===== src/rtl/tof_result_reader_if.sv =====
// Pixel-stream handshake between a ToF result reader and its frame source and sink.
interface tof_result_reader_if #(
  parameter int NP        = 16,
  parameter int PIXEL_NUM = 4
);
  localparam int PW = (PIXEL_NUM > 1) ? $clog2(PIXEL_NUM) : 1;

  logic                    frameDone;
  logic [NP*PIXEL_NUM-1:0] result;
  logic                    outReady;
  logic                    outValid;
  logic [NP-1:0]           outData;
  logic [PW-1:0]           outPixel;
  logic                    outLast;

  modport master (
    output frameDone, result, outReady,
    input  outValid, outData, outPixel, outLast
  );

  modport slave (
    input  frameDone, result, outReady,
    output outValid, outData, outPixel, outLast
  );
endinterface


===== src/rtl/tof_result_reader.sv =====
// Serialises packed per-pixel peak results into a ready/valid word stream,
// with one frame of look-ahead buffering and a sticky drop flag.
module tof_result_reader #(
  parameter int NP        = 16,
  parameter int PIXEL_NUM = 4
) (
  input  logic                clk,
  input  logic                res,
  tof_result_reader_if.slave  bus,
  output logic                busy,
  output logic                overflow,
  output logic [15:0]         frameCount
);
  localparam int PW = (PIXEL_NUM > 1) ? $clog2(PIXEL_NUM) : 1;
  localparam logic [PW-1:0] LAST_IDX = PW'(PIXEL_NUM - 1);

  typedef enum logic {S_IDLE, S_STREAM} state_t;

  state_t                       state, state_nxt;
  logic [PIXEL_NUM-1:0][NP-1:0] active, pending;
  logic                         pend_full;
  logic [PW-1:0]                idx;
  logic                         streaming, last_pix, xfer, last_xfer;

  assign streaming = (state == S_STREAM);
  assign last_pix  = (idx == LAST_IDX);
  assign xfer      = streaming && bus.outReady;
  assign last_xfer = xfer && last_pix;

  always_ff @(posedge clk) begin
    if (res) state <= S_IDLE;
    else     state <= state_nxt;
  end

  always_comb begin
    state_nxt = state;
    case (state)
      S_IDLE:   if (bus.frameDone) state_nxt = S_STREAM;
      S_STREAM: if (last_xfer && !pend_full && !bus.frameDone) state_nxt = S_IDLE;
      default:  state_nxt = S_IDLE;
    endcase
  end

  always_comb begin
    bus.outValid = streaming;
    bus.outData  = active[idx];
    bus.outPixel = idx;
    bus.outLast  = last_pix;
    busy         = streaming || pend_full;
  end

  always_ff @(posedge clk) begin
    if (res) begin
      active     <= '0;
      pending    <= '0;
      pend_full  <= 1'b0;
      idx        <= '0;
      overflow   <= 1'b0;
      frameCount <= '0;
    end else begin
      case (state)
        S_IDLE: begin
          if (bus.frameDone) begin
            active     <= bus.result;
            idx        <= '0;
            frameCount <= frameCount + 16'd1;
          end
        end
        S_STREAM: begin
          if (xfer && !last_pix) idx <= idx + PW'(1);
          if (last_xfer) begin
            idx <= '0;
            // The last word frees a slot, so a coincident frameDone is never dropped.
            if (pend_full) begin
              active <= pending;
              if (bus.frameDone) begin
                pending    <= bus.result;
                frameCount <= frameCount + 16'd1;
              end else begin
                pend_full <= 1'b0;
              end
            end else if (bus.frameDone) begin
              // Equivalent to staging through pending, minus the extra cycle.
              active     <= bus.result;
              frameCount <= frameCount + 16'd1;
            end
          end else if (bus.frameDone) begin
            if (!pend_full) begin
              pending    <= bus.result;
              pend_full  <= 1'b1;
              frameCount <= frameCount + 16'd1;
            end else begin
              overflow <= 1'b1;
            end
          end
        end
        default: ;
      endcase
    end
  end
endmodule


===== src/flat_wrapper.sv =====
// flat-port wrapper written by rule: the top's interface ports become plain ports
module tof_result_reader_flat 
#(
  parameter int NP        = 16,
  parameter int PIXEL_NUM = 4
)
  (clk, res, busy, overflow, frameCount, bus_frameDone, bus_result, bus_outReady, bus_outValid, bus_outData, bus_outPixel, bus_outLast);
  tof_result_reader_if #(.NP(NP), .PIXEL_NUM(PIXEL_NUM)) bus_i ();
  input  logic clk;
  input  logic res;
  output logic busy;
  output logic overflow;
  output logic [15:0] frameCount;
  input wire logic [$bits(bus_i.frameDone)-1:0] bus_frameDone;
  input wire logic [$bits(bus_i.result)-1:0] bus_result;
  input wire logic [$bits(bus_i.outReady)-1:0] bus_outReady;
  output wire logic [$bits(bus_i.outValid)-1:0] bus_outValid;
  output wire logic [$bits(bus_i.outData)-1:0] bus_outData;
  output wire logic [$bits(bus_i.outPixel)-1:0] bus_outPixel;
  output wire logic [$bits(bus_i.outLast)-1:0] bus_outLast;
  assign bus_i.frameDone = bus_frameDone;
  assign bus_i.result = bus_result;
  assign bus_i.outReady = bus_outReady;
  assign bus_outValid = bus_i.outValid;
  assign bus_outData = bus_i.outData;
  assign bus_outPixel = bus_i.outPixel;
  assign bus_outLast = bus_i.outLast;
  tof_result_reader #(.NP(NP), .PIXEL_NUM(PIXEL_NUM)) u_core (.clk(clk), .res(res), .bus(bus_i), .busy(busy), .overflow(overflow), .frameCount(frameCount));
endmodule

===== config.mk =====
export PLATFORM = sky130hd
export DESIGN_NAME = tof_result_reader_flat
export DESIGN_NICKNAME = d
export VERILOG_FILES = /design/src/rtl/tof_result_reader_if.sv /design/src/rtl/tof_result_reader.sv /design/src/flat_wrapper.sv
export SDC_FILE = /design/constraint.sdc
export NUM_CORES = 1
export LEC_CHECK = 0
export CORE_MARGIN = 2
export CORE_UTILIZATION = 40
export DETAILED_ROUTE_END_ITERATION = 10
export PLACE_DENSITY_LB_ADDON = 0.15
export SYNTH_ARGS = -nofsm -noshare
export SYNTH_HDL_FRONTEND = slang
export SYNTH_SLANG_ARGS = --single-unit

===== constraint.sdc =====
create_clock -name clk -period 3.7 [get_ports clk]
set_input_delay 0.37 -clock clk [delete_from_list [all_inputs] [get_ports clk]]
set_output_delay 0.37 -clock clk [all_outputs]
set_load 0.05 [all_outputs]

# Word-level counts from Yosys, hierarchy flattened
# Cells that the tools add are included.
# W data, S select, Z words.
op_classes:
  n_eq_ne: 9
  mux: 26
  n_addsub: 2
  reduce_logical: 15
  order_cmp: 1
  bitwise_logic: 2
ops:
  columns: ["operator", "count"]
  rows:
  - ["$mux W64", 8]
  - ["$pmux W64 S2", 1]
  - ["$mux W16", 5]
  - ["$bmux W16 S2", 1]
  - ["$pmux W16 S2", 1]
  - ["$add A16 B1 Y16 const B", 1]
  - ["$ne A3 B3 Y1 const B", 3]
  - ["$ne A2 B2 Y1 const B", 4]
  - ["$mux W2", 3]
  - ["$reduce_and A2 Y1", 3]
  - ["$logic_and A1 B1 Y1", 5]
  - ["$mux W1", 5]
  - ["$reduce_and A5 Y1", 1]
  - ["$pmux W2 S2", 1]
  - ["$reduce_and A4 Y1", 1]
  - ["$logic_not A1 Y1", 3]
  - ["$lt A2 B3 Y1 const B", 1]
  - ["$add A2 B1 Y2 const B", 1]
  - ["$eq A2 B2 Y1 const B", 1]
  - ["$ne A2 B1 Y1 const B", 1]
  - ["$not A1 Y1", 2]
  - ["$pmux W1 S2", 1]
  - ["$reduce_bool A2 Y1", 1]
  - ["$logic_or A1 B1 Y1", 1]
word_totals:
  regBits: 149
  wordCells: 68
  out_inout_bits: 38
  inputBits: 68

# Logic depth before layout (Yosys ltp)
# Gate-level depths: netlist (run 1).
logic_depth:
  word_depth: 6
  depth_mapped: 9
  ltp_nobuf: 7

# Worst setup path after synthesis (run 1)
# No wires, ideal clock.
synth_path:
  kind: "register to register"
  start: "register u_core.idx[1], in the netlist u_core.bus.outPixel[1]"
  end: "register u_core.frameCount[14]"
  required_ps: 3630
  t_arrival_ps: 3250
  synth_period_minus_slack_ps: 3321
  n_path_buf: 2
  setup_slack_ps: 379
  setup_ps: 70
  stages_incl_launch_ff: 10
  path_cell_list: "dfxtp_1 ha_1 nand3_1 ha_1 a21bo_1 buf_6 or4_1 clkbuf_2 or4_1 a21oi_1"
synth_between:
  elab_chain_cells: 4
  elab_cells_between_ends: 7
  cone_classes: "eq/ne: 3; mux: 2; reduce/logical: 2"
synth_rtl:
  columns: ["item", "line_no", "text"]
  rows:
  - ["start, declared", "tof_result_reader.sv:22", "logic [PW-1:0] idx;"]
  - ["start signal, assigned", "tof_result_reader.sv:70", "if (xfer && !last_pix) idx <= idx + PW'(1);"]
  - ["$eq A2 B2 Y1 *", "tof_result_reader.sv:26", "assign last_pix = (idx == LAST_IDX);"]
  - ["named net bus_outLast", "flat_wrapper.sv:20", "output wire logic [$bits(bus_i.outLast)-1:0] bus_outLast;"]
  - ["$logic_and A1 B1 Y1 *", "tof_result_reader.sv:28", "assign last_xfer = xfer && last_pix;"]
  - ["$mux W16 or $ne A3 B3 Y1 (tied branches)", null, null]
  - ["$pmux W16 S2 or $reduce_and A2 Y1 (tied branches)", null, null]
  - ["end signal, assigned", "tof_result_reader.sv:66", "frameCount <= frameCount + 16'd1;"]
  - ["end signal, assigned", "tof_result_reader.sv:78", "frameCount <= frameCount + 16'd1;"]
  - ["end signal, assigned", "tof_result_reader.sv:85", "frameCount <= frameCount + 16'd1;"]
  - ["end, declared", "tof_result_reader.sv:12", "output logic [15:0] frameCount"]
# Mark *: on every way through the listed nets, which the timed path passes. The rest lies on a longest branch.
# A chain may end at the register's enable or synchronous reset.

# Worst setup path in the final report (run 1)
layout_path:
  start: "register u_core.state, in the netlist u_core.bus.outValid"
  end: "register u_core.frameCount[14]"
layout_between:
  elab_chain_cells: 4
  elab_cells_between_ends: 8
  cone_classes: "eq/ne: 2; mux: 2; bitwise: 1; reduce/logical: 3"
layout_rtl:
  columns: ["item", "line_no", "text"]
  rows:
  - ["start, declared", "tof_result_reader.sv:19", "state_t state, state_nxt;"]
  - ["start signal, assigned", "tof_result_reader.sv:32", "else state <= state_nxt;"]
  - ["$logic_and A1 B1 Y1", "tof_result_reader.sv:27", "assign xfer = streaming && bus.outReady;"]
  - ["$logic_and A1 B1 Y1", "tof_result_reader.sv:28", null]
  - ["$mux W16 or $ne A3 B3 Y1 (tied branches)", null, null]
  - ["$pmux W16 S2 or $reduce_and A2 Y1 (tied branches)", null, null]
# Parallel ways exist; a longest one is shown, timed or not.

==> results.cfg, run 1 <==
[layout]
final_area_mm2 = 0.00833
antenna-diode-count = 0
area_delta_synth_final_pct = 26.6
drive_above_1_share_pct = 8.18
fin_cells = 1011
utilization_pct = 52.0
finalNetCount = 854

[critical_path]
cp.required_ns = 4.06
worst-path-max-fanout = 16
crit_type = reg2reg
critPathCaptureType = register
r2r_slack_ns = 0.70
regToRegEndpoint = u_core.frameCount[14]$_SDFFE_PP0P_
r2r_cells = 6
arrival_ns = 3.35
r2r_start = u_core.bus.outValid$_SDFF_PP0_
crit_path_start_kind = register

[cts]
cts_resized = 0
cts.hold.buffers_added = 0
post-cts-setup-buffer-count = 0
cts.sinks = 149
path_clk_slew_ns = 0.06
insertion_delay_ns = 0.43
htree_levels = 4
cts_buffers = 17
cts_tree = built
cts.path.max_buffers = 2
cts-root-buf = clkbuf_16

[placed_design]
pre_cts_slack_ns = 0.625
dpl_cell_area_mm2 = 0.00777
hpwl_um = 12000
portBuffers = 105
place_congestion = 0.769
dp_cells = 979

[synth]
synthMuxAreaShare_pct = 15.4
synthSimpleGateAreaFrac_pct = 18.5
synth-compound-area-share_pct = 14.7
yosys.area_share.adder_pct = 0.761
synth-xor-area-share_pct = 1.07
synth.top_cells.by_area = dfxtp_1 45%, mux2i_1 9.9%, nor2_1 8.2%
ys_seq_elements = 149
yosysSeqAreaShare_pct = 45.4
yosysTopAreaCell = dfxtp_1
synth_top_family_by_area = simple AND/OR/NAND/NOR gates
synthCells = 713
synth.top_cell.area_share_pct = 45.4
syn-cell-area_mm2 = 0.00658
post_synth_num_cell_types = 36
synth_fp_nets = 785
ys_warn_count = 0
syn_avg_cell_area_um2 = 9.22

[sta]
slew_violations = 0
layout_setup_ws_ns = 0.704
setup_viol = 0
setup_tns_ns = 0
worst_slew_pin_slew_ns = 0.776
timing.fmax_mhz = 334
clock_skew_ns = 0.0141
rsz0062_at_grt = no
post-route-min-period_ns = 3.00
finalCritPeriodShare_pct = 81.0
slew_headroom_pct = 47.8
hold_viol_final = 0

[route]
wire_per_inst_um = 17.8
firstDrtPassIters = 5
top_layer = met4
wl_met2_um = 8450
wirelength_um = 17900
first_iter_violations = 445
drcViolationCount = 0
dr_wl_met3_um = 892
wl_met1_um = 8400
vias_per_cell = 5.44
ant_nets = 0
vias = 5495

[die]
io_pins = 106
die_y_um = 132
coreArea_mm2 = 0.0160
die_area_mm2 = 0.0175
start_util_pct = 41.1
die_w_um = 132
row_count = 46

[worst_hold_path]
hold_depth = 2
holdCritStartpoint = res
holdCritPathClass = in2reg
holdPathEnd = u_core.pending[62]$_SDFFE_PP0P_

[pwr]
ir_drop_uv = 349
p_per_area_mw_per_mm2 = 484
p_leak_nw = 2.95

[grt]
antenna_found_initial = 0
grt_pass1_vias = 5264
grt_pass1_wl_um = 28800
grt_overflow = 0
grt_use_total_pct = 20.8
grt_max_degree = 85

[run_status]
status = complete, no violations

[flow_run]
drv_cap = 0
## synth_stat cells
cell and count:
dfxtp_1 149, nor2_1 144, o21ai_0 68, mux2i_1 65
a211oi_1 64, nand3b_1 64, clkbuf_1 49, mux4_2 16
nand2_1 16, a21oi_1 12, buf_1 12, inv_1 6
xnor2_1 5, ha_1 4, nand3_1 4, nand4_1 3
nor3_1 3, or3_1 3, xor2_1 3, a31o_2 2
a32oi_1 2, and3_1 2, nand2b_1 2, nor4_1 2
or4_1 2, a21bo_1 1, a21boi_0 1, a21o_1 1
a41oi_1 1, and3b_1 1, buf_2 1, buf_4 1
buf_6 1, clkbuf_2 1, o211a_1 1, o31ai_1 1
## flip-flops by register name, indices dropped and copies added (netlist names)
signal	flops
u_core.bus.outValid	1
u_core.frameCount	16
u_core.bus.outPixel	2
u_core.pend_full	1
u_core.active	64
u_core.overflow	1
u_core.pending	64
## cells in the final DEF (no fill, tap or decap), drive strengths merged, types with 9 or more instances in the layout
master	netlist	final
mux2i	65	65
nand3b	64	64
mux4	16	16
clkinv	0	9
nor2	144	144
dfxtp	149	149
clkbuf	50	21
a211oi	64	64
a21oi	12	12
clkdlybuf4s50	0	103
o21ai	68	68
buf	15	12
nand2	16	16
## critical path, cell delays in order (launching register included)
cell,delay [ns]
dfxtp_1,0.75
nand3_1,0.25
ha_1,0.27
a21bo_1,0.29
or4_1,0.66
or4_1,0.55
a21oi_1,0.15
## routing by layer
layer,vias to the layer above,track usage [%]
li1,2679,-
met1,2686,29.0
met2,117,32.2
met3,13,4.19
met4,0,7.35
met5,-,0
## cell families after synthesis
family	count (synthesis)
XOR/XNOR	8
adder cells (fa/ha/maj)	4
AO/OA/AOI/OAI	154
flip-flops	149
AND/OR/NAND/NOR	246
buffers and inverters	71
multiplexers	81
## worst max path at each step
stage,startpoint,end,cells after the start
after global routing,u_core.bus.outValid$_SDFF_PP0_,u_core.frameCount[14]$_SDFFE_PP0P_,6
final,u_core.bus.outValid$_SDFF_PP0_,u_core.frameCount[14]$_SDFFE_PP0P_,6
after floorplan,u_core.bus.outPixel[1]$_SDFFE_PP0P_,u_core.frameCount[14]$_SDFFE_PP0P_,9
after detailed placement,bus_outReady,u_core.frameCount[14]$_SDFFE_PP0P_,7
after CTS,u_core.bus.outValid$_SDFF_PP0_,u_core.frameCount[14]$_SDFFE_PP0P_,6
after global placement,bus_outReady,u_core.frameCount[14]$_SDFFE_PP0P_,7
## where the power goes
part           switching (mW)  leakage, nW  internal [mW]
Combinational           0.363         1.44          0.270
Clock                   0.658        0.282          0.965
Sequential             0.0650         1.22           1.71
Total                    1.09         2.95           2.94
## metrics by stage
step / total power [mW] / hold slack (ns)
2_1_floorplan: 2.20 / 0.455
3_3_place_gp: 2.42 / 0.467
3_5_place_dp: 2.44 / 0.475
4_1_cts: 4.06 / 0.479
5_1_grt: 4.20 / 0.498
6_report: 4.03 / 0.480
## cell type report
cell class                 count  area, um2
multi-input combinational    493       3340
clock inverter                11       82.6
fill                        1505       7670
clock buffer                  21        470
tap                          216        270
inverter                       6       22.5
sequential                   149       2980
timing repair buffer         115       1160
No activity file was read; power rests on OpenSTA's default activity.
==> inputs of run 2 (changes only) <==
clock period = 3.1 ns   (was 3.7 ns; I/O delays follow)
==> results.cfg, run 2 (synthesis results as in run 1) <==
[sta]
timing.fmax_mhz = 358
setup_tns_ns = 0
worst_slew_pin_slew_ns = 0.826
clock_skew_ns = 0.00600
layout_setup_ws_ns = 0.305
hold_viol_final = 0
slew_violations = 0
hold_ws_ns = 0.358
setup_viol = 0
rsz0062_at_grt = no
slew_headroom_pct = 45.0
post-route-min-period_ns = 2.80
finalCritPeriodShare_pct = 90.2

[pwr]
p_leak_nw = 2.95
p_total_mw = 4.85
p_per_area_mw_per_mm2 = 580
ir_drop_uv = 417

[cts]
cts.hold.buffers_added = 0
insertion_delay_ns = 0.42
post-cts-setup-buffer-count = 0
path_clk_slew_ns = 0.06
cts_tree = built
cts.sinks = 149
cts-root-buf = clkbuf_16
cts_resized = 0
cts_buffers = 17
htree_levels = 4
cts.path.max_buffers = 2

[placed_design]
pre_cts_slack_ns = 0.268
portBuffers = 105
dpl_cell_area_mm2 = 0.00781
dp_cells = 981
hpwl_um = 11500
place_congestion = 0.783

[die]
die_w_um = 132
die_y_um = 132
coreArea_mm2 = 0.0160
start_util_pct = 41.1
die_area_mm2 = 0.0175
row_count = 46
io_pins = 106

[grt]
grt_overflow = 0
grt_pass1_vias = 5213
grt_use_total_pct = 20.3
grt_pass1_wl_um = 28100
grt_max_degree = 96
antenna_found_initial = 0

[route]
first_iter_violations = 489
wirelength_um = 17600
vias = 5511
ant_nets = 0
vias_per_cell = 5.45
drcViolationCount = 0
wire_per_inst_um = 17.4
firstDrtPassIters = 4

[layout]
multi_input_area_mm2 = 0.00335
area_delta_synth_final_pct = 27.2
antenna-diode-count = 0
num-fill-cells = 1508
utilization_pct = 52.3
mostFrequentLayoutCell = dfxtp_1
ff_latch_area_mm2 = 0.00298
layout_common_cells = 149 x dfxtp_1, 144 x nor2_1, 97 x clkdlybuf4s50_1
reg_top3 = u_core.active (64), u_core.pending (64), u_core.frameCount (16)
finalNetCount = 856
fin_cells = 1011
drive_above_1_share_pct = 8.30
final_area_mm2 = 0.00836

[flow_run]
drv_cap = 0

[worst_hold_path]
holdCritPathClass = in2reg
holdCritStartpoint = res
hold_depth = 2

[critical_path]
crit_chain = buf_4 -> mux4_2 -> clkdlybuf4s50_1
critical_path.max_stage_delay_ns = 0.73
arrival_ns = 2.49
worst-path-max-fanout = 19
crit_type = reg2out
crit_path_start_kind = register
cp.required_ns = 2.79
startpoint = u_core.bus.outPixel[0]$_SDFFE_PP0P_
r2r_start = u_core.bus.outPixel[0]$_SDFFE_PP0P_
critPathCaptureType = output pin
cp_slowest_cell = clkdlybuf4s50_1
r2r_cells = 7

[run_status]
status = complete, no violations
run 2: where the power goes:
part	internal (mW)	leakage, nW	switching [mW]
logic	0.325	1.47	0.439
clock network	1.22	0.264	0.754
registers	2.04	1.22	0.0737
run 2: cell type report:
class                      count  share of cell area (%)
clock buffer                  26                    5.73
tap                          216                    3.23
clock inverter                 4                   0.868
inverter                       6                   0.269
timing repair buffer         117                    14.1
multi-input combinational    493                    40.1
sequential                   149                    35.7
run 2: critical path, delay by kind of cell, from the launching register on:
family | cells | cell delay [ns]
flops | 1 | 0.38
mux | 1 | 0.58
buf+inv | 2 | 1.10
run 2: layer usage:
metal / GRT usage (%) / part of all wire, % / vias up
met3: 3.96 / 4.1 / 18
met2: 31.9 / 46 / 129
met5: 0 / 0 / -
met1: 28.3 / 49 / 2679
met4: 6.45 / 1.4 / 0
li1: - / - / 2685
run 2: path summary, 6_finish.rpt:
path	to	slack, ns
setup reg to reg	u_core.frameCount[14]$_SDFFE_PP0P_	0.59
setup / recovery	bus_outData[4]	0.30
hold reg to reg	u_core.pending[59]$_SDFFE_PP0P_	0.49
hold / removal	u_core.frameCount[8]$_SDFFE_PP0P_	0.36
==> inputs of run 3 (changes only) <==
CTS_CLUSTER_DIAMETER = 40   (was unset)
SETUP_SLACK_MARGIN = 0.02   (was unset)
==> results of run 3 <==
Final layout, timing and power as in run 2 (identical DEF).
